--- src/rtl/cla_seq_adder.sv ---
// Nibble-serial WIDTH-bit add/subtract built on one shared 4-bit CLA slice, with a start/done handshake.
// Optional signed-overflow and zero flags are enabled with the CLA_SEQ_FLAGS_EN macro.

module cla_4 (
    input  logic [3:0] x,
    input  logic [3:0] y,
    input  logic       cin,
    output logic [3:0] s,
    output logic       cout
);
    logic [3:0] p;
    logic [3:0] g;
    logic [4:0] c;

    assign p = x ^ y;
    assign g = x & y;

    // Carries are fully expanded so no carry waits on a lower one.
    assign c[0] = cin;
    assign c[1] = g[0] | (p[0] & cin);
    assign c[2] = g[1] | (p[1] & g[0]) | (p[1] & p[0] & cin);
    assign c[3] = g[2] | (p[2] & g[1]) | (p[2] & p[1] & g[0])
                | (p[2] & p[1] & p[0] & cin);
    assign c[4] = g[3] | (p[3] & g[2]) | (p[3] & p[2] & g[1])
                | (p[3] & p[2] & p[1] & g[0]) | (p[3] & p[2] & p[1] & p[0] & cin);

    assign s    = p ^ c[3:0];
    assign cout = c[4];
endmodule

module cla_seq_adder #(
    parameter int WIDTH = 32
) (
    input  logic             clk,
    input  logic             rst_n,
    input  logic             start,
    input  logic             sub,
    input  logic [WIDTH-1:0] a,
    input  logic [WIDTH-1:0] b,
    output logic             ready,
    output logic             busy,
    output logic             done,
    output logic [WIDTH-1:0] result,
    output logic             cout
`ifdef CLA_SEQ_FLAGS_EN
    ,
    output logic             overflow,
    output logic             zero
`endif
);
    localparam int NIB  = WIDTH / 4;
    localparam int IDXW = (NIB > 1) ? $clog2(NIB) : 1;
    localparam logic [IDXW-1:0] LAST_IDX = IDXW'(NIB - 1);

    typedef enum logic [1:0] {
        IDLE = 2'd0,
        RUN  = 2'd1,
        DONE = 2'd2
    } state_t;

    state_t            state_q, state_d;
    logic [WIDTH-1:0]  opa_q, opa_d;
    logic [WIDTH-1:0]  opb_q, opb_d;
    logic [WIDTH-1:0]  result_q, result_d;
    logic              carry_q, carry_d;
    logic              cout_q, cout_d;
    logic [IDXW-1:0]   idx_q, idx_d;
`ifdef CLA_SEQ_FLAGS_EN
    logic              overflow_q, overflow_d;
    logic              zero_q, zero_d;
`endif

    logic [3:0] slice_x;
    logic [3:0] slice_y;
    logic [3:0] slice_s;
    logic       slice_co;

    assign slice_x = opa_q[4*idx_q +: 4];
    assign slice_y = opb_q[4*idx_q +: 4];

    cla_4 u_slice (
        .x    (slice_x),
        .y    (slice_y),
        .cin  (carry_q),
        .s    (slice_s),
        .cout (slice_co)
    );

    always_comb begin
        state_d  = state_q;
        opa_d    = opa_q;
        opb_d    = opb_q;
        result_d = result_q;
        carry_d  = carry_q;
        cout_d   = cout_q;
        idx_d    = idx_q;
`ifdef CLA_SEQ_FLAGS_EN
        overflow_d = overflow_q;
        zero_d     = zero_q;
`endif
        case (state_q)
            IDLE, DONE: begin
                if (start) begin
                    // Subtraction is a + ~b + 1; the +1 enters as the initial carry.
                    opa_d   = a;
                    opb_d   = sub ? ~b : b;
                    carry_d = sub;
                    idx_d   = '0;
                    state_d = RUN;
                end else begin
                    state_d = IDLE;
                end
            end
            RUN: begin
                result_d[4*idx_q +: 4] = slice_s;
                carry_d                = slice_co;
                idx_d                  = idx_q + 1'b1;
                if (idx_q == LAST_IDX) begin
                    cout_d  = slice_co;
                    idx_d   = '0;
                    state_d = DONE;
`ifdef CLA_SEQ_FLAGS_EN
                    overflow_d = (opa_q[WIDTH-1] == opb_q[WIDTH-1])
                              && (slice_s[3] != opa_q[WIDTH-1]);
                    zero_d     = (result_d == '0);
`endif
                end
            end
            default: state_d = IDLE;
        endcase
    end

    always_ff @(posedge clk or negedge rst_n) begin
        if (!rst_n) begin
            state_q  <= IDLE;
            opa_q    <= '0;
            opb_q    <= '0;
            result_q <= '0;
            carry_q  <= 1'b0;
            cout_q   <= 1'b0;
            idx_q    <= '0;
`ifdef CLA_SEQ_FLAGS_EN
            overflow_q <= 1'b0;
            zero_q     <= 1'b0;
`endif
        end else begin
            state_q  <= state_d;
            opa_q    <= opa_d;
            opb_q    <= opb_d;
            result_q <= result_d;
            carry_q  <= carry_d;
            cout_q   <= cout_d;
            idx_q    <= idx_d;
`ifdef CLA_SEQ_FLAGS_EN
            overflow_q <= overflow_d;
            zero_q     <= zero_d;
`endif
        end
    end

    assign busy   = (state_q == RUN);
    assign ready  = ~busy;
    assign done   = (state_q == DONE);
    assign result = result_q;
    assign cout   = cout_q;
`ifdef CLA_SEQ_FLAGS_EN
    assign overflow = overflow_q;
    assign zero     = zero_q;
`endif
endmodule

--- config.mk ---
export PLATFORM = sky130hd
export DESIGN_NAME = cla_seq_adder
export DESIGN_NICKNAME = d
export VERILOG_FILES = /design/src/rtl/cla_seq_adder.sv
export SDC_FILE = /design/constraint.sdc
export NUM_CORES = 1
export LEC_CHECK = 0
export ABC_AREA = 1
export BUFFER_PORTS_ARGS = -buffer_cell sky130_fd_sc_hd__buf_2
export CORE_MARGIN = 2
export CORE_UTILIZATION = 50
export CTS_CLUSTER_SIZE = 14
export DETAILED_ROUTE_END_ITERATION = 10
export PLACE_DENSITY = 0.74
export SETUP_SLACK_MARGIN = 0.3
export SKIP_LAST_GASP = 1
export SYNTH_ARGS = -nofsm -noshare
export SYNTH_HDL_FRONTEND = slang
export SYNTH_SLANG_ARGS = --single-unit
--- constraint.sdc ---
create_clock -name clk -period 4.64 [get_ports clk]
set_clock_uncertainty 0.1 [all_clocks]
set_input_delay 0 -clock clk [delete_from_list [all_inputs] [get_ports clk]]
set_output_delay 0 -clock clk [all_outputs]
set_load 0.05 [all_outputs]
==> summary.md <==
Route
• met2 layer wire length in the routed design: 6068 um
• via count: 4309
• Wirelength per Cell: 14.32 um
• routed wire length: 11990 um
• number of optimization iterations in the first detailed-route pass: 4
• wire length on met1: 5159 um
• via density per instance: 5.148
• detailed route wirelength on metal3: 531 um
• Starting DRT DRC Count: 188
• post-route DRC violation count: 0
• highest metal layer used by the detailed router: met4
• antenna-violating nets left: 0

Logic synthesis
• number of synthesized flops with an enable pin: 0
• sequential share of the synthesized area: 50.17%
• mean instance size in the synthesized netlist: 9.496 um2
• number of nets produced by synthesis: 622
• share of flip-flops with an asynchronous set or reset after synthesis: 100.0%
• number of different library cells in the post-synthesis netlist: 34
• total of flip-flops plus latches after synthesis: 103
• leading register cell type out of synthesis: dfrtp_1
• cell area after technology mapping: 5137 um2
• Cells after Synth: 541
• Synth Warn #: 0

Power and ir drop
• leakage dissipation: 0.003127 uW
• peak supply drop: 346.7 uV
• PD cells: 724.9 nW/um2

Critical path
• gate family responsible for the most delay along the worst path: flip-flops
• CP max stage delay: 0.76 ns
• worst path cell trace: inv_4 > o21ai_0 > o22ai_1 > nand2_1 > nand2_1 > fa_1 > xor2_1 > nand3_1 > o21ai_1
• CP Data Arrival Time: 3.10 ns
• maximum fanout along the worst path: 38
• total buffers and inverters traversed by the critical path: 1
• crit path capture type: register
• Most common cell on crit path: nand2_1
• critical path type: register to register
• data required time at the worst endpoint: 4.83 ns
• master of the slowest instance on the critical path: dfrtp_1
• Worst Setup Start Kind: register

Global route
• total global routing overflow: 0
• GRT Util Overall: 22.74%
• antenna violations before repair: 0
• vias in the first global route: 4242
• global-route wire length before repair: 20170 um
• pin count of the biggest net entering global routing: 100

Clocking
• htree depth: 3
• TritonCTS sink count: 103
• cell chosen for the clock root: clkbuf_8
• CTS buffer count: 9
• CTS clk-pin slew, worst paths: 0.09 ns
• CTS tree: done
• worst-skew pair later-pin latency: 0.37 ns
• clock tree buffer depth: 2

Final layout
• Reg area: 2577 um2
• number of fillers in the final layout: 838
• area used by multi-input combinational logic: 2320 um2
• Post-Route Utilization: 64.54%
• final instance area: 6544 um2
• fraction of layout cells with a size suffix above 1: 25.96%
• number of nets in the final layout: 778
• layout-stage area growth over the synthesis result: 27.37%
• antenna diode count: 0

STA
• unrepaired setup endpoints after global routing: false
• slew of the pin with the lowest slew margin: 0.9651 ns
• hold violation total from the final report: 0
• part of the cycle the worst path needs: 62.66%
• Peak Freq: 343.9 MHz
• Setup violations, final: 0
• worst slew margin relative to its limit: 35.66%
• accumulated negative setup slack: 0 ns
• number of max-slew violations in the final report: 0
• hold slack final: 0.01867 ns
• fin crit period: 2.907 ns

Floorplanning
• number of cell rows: 37
• core region area: 10140 um2
• effective utilization at floorplan: 50.67%
• die boundary height: 105.4 um
• die area: 11100 um2
• Die X: 105.4 um
• Ports: 104

Job
• count of max-cap constraint violations: 0

Placement
• global placement routability congestion: 0.8079
• detailed placer's ending HPWL: 8022 um
• Post-DP Area: 5699 um2
• port bufs: 103

Run status
• result of the run: finished clean

Hold path
• classification of the worst-slack hold path: input port to async pin

-- synth_stat cells, types with 8 or more instances --
library cell	number	area share [%]
nor2_4	8	1.8
xnor2_1	32	5.5
ha_1	12	2.9
o22ai_1	17	2.1
nand3_1	14	1.4
mux2_2	32	7.0
o21ai_0	67	6.5
o21ai_1	17	1.7
nand4_1	8	0.97
nor2_1	40	2.9
inv_1	14	1.0
inv_2	8	0.58
nand2_1	121	8.8
dfrtp_1	103	50
-- path summary, 6_finish.rpt --
kind,startpoint,endpoint,slack (ns),cells after the start
min in group clk,sub,carry_q$_DFFE_PN0P_,0.24,3
setup reg to reg,idx_q[0]$_DFFE_PN0P_,result[9]$_DFFE_PN0P_,1.73,9
max in group asynchronous,rst_n,opa_q[25]$_DFFE_PN0P_,3.22,3
hold / removal,rst_n,opb_q[23]$_DFFE_PN0P_,0.02,2
hold reg to reg,result[24]$_DFFE_PN0P_,result[24]$_DFFE_PN0P_,0.38,2
setup / recovery,idx_q[0]$_DFFE_PN0P_,result[9]$_DFFE_PN0P_,1.73,9
-- final cells by class --
class / instances / share of cell area (%)
multi-input combinational: 387 / 35.45
sequential: 103 / 39.39
clock buffer: 13 / 2.581
tap: 136 / 2.600
clock inverter: 2 / 0.2294
timing repair buffer: 171 / 18.24
inverter: 25 / 1.511
-- repair_timing --
| action | CTS | global route |
|---|---|---|
| hold buffers | 66 | 0 |
| resized for setup | 0 | 0 |
| hold endpoints to repair | 99 | 0 |
| buffers inserted | 0 | 0 |
-- worst register-to-register path: stages, from the launching register on --
cell	delay [ns]
dfrtp_1	0.76
inv_4	0.31
o21ai_0	0.24
o22ai_1	0.09
nand2_1	0.07
nand2_1	0.11
fa_1	0.42
xor2_1	0.39
nand3_1	0.17
o21ai_1	0.18
-- state kept, by name, summed over array words and instances, names as in the netlist --
register	count
opb_q	32
idx_q	3
carry_q	1
state_q	2
result	32
opa_q	32
cout	1
-- metal layers --
metal	up-vias	global-route usage (%)
met1	2074	29.01
met4	0	7.143
met2	105	38.94
met3	24	4.515
li1	2106	-
met5	-	0
-- metrics by stage --
step,instances,setup WS (ns),total power [uW]
6_report,837,1.733,4744
3_3_place_gp,756,1.872,4082
5_1_grt,837,1.424,5139
4_1_cts,837,1.725,4758
3_5_place_dp,756,1.761,4185
2_1_floorplan,541,2.365,3567
-- kinds of logic after synthesis --
| group | share of synthesized area, % |
|---|---|
| AND/OR/NAND/NOR | 18.24 |
| AO/OA/AOI/OAI | 10.86 |
| flip-flops | 50.17 |
| buffers and inverters | 4.774 |
| XOR/XNOR | 5.626 |
| multiplexers | 7.014 |
| adder cells (fa/ha/maj) | 3.312 |
-- cell usage in the layout, fill, tap and decap left out, drive strengths merged, types with 2 or more instances in the layout --
cell type	n
dlygate4sd3	66
nand2	128
a21oi	3
buf	105
nand4	9
ha	12
mux2	32
clkbuf	13
inv	23
o22ai	17
clkinv	2
dfrtp	103
nand3	16
clkinvlp	2
xnor2	32
o21ai	85
nor2	49
-- power breakdown --
group	switching, uW	internal, uW	total, uW
Combinational	1770	868	2640
Sequential	285	1290	1580
Clock	289	237	525
Total	2350	2400	4740
No activity file was read; power rests on OpenSTA's default activity.
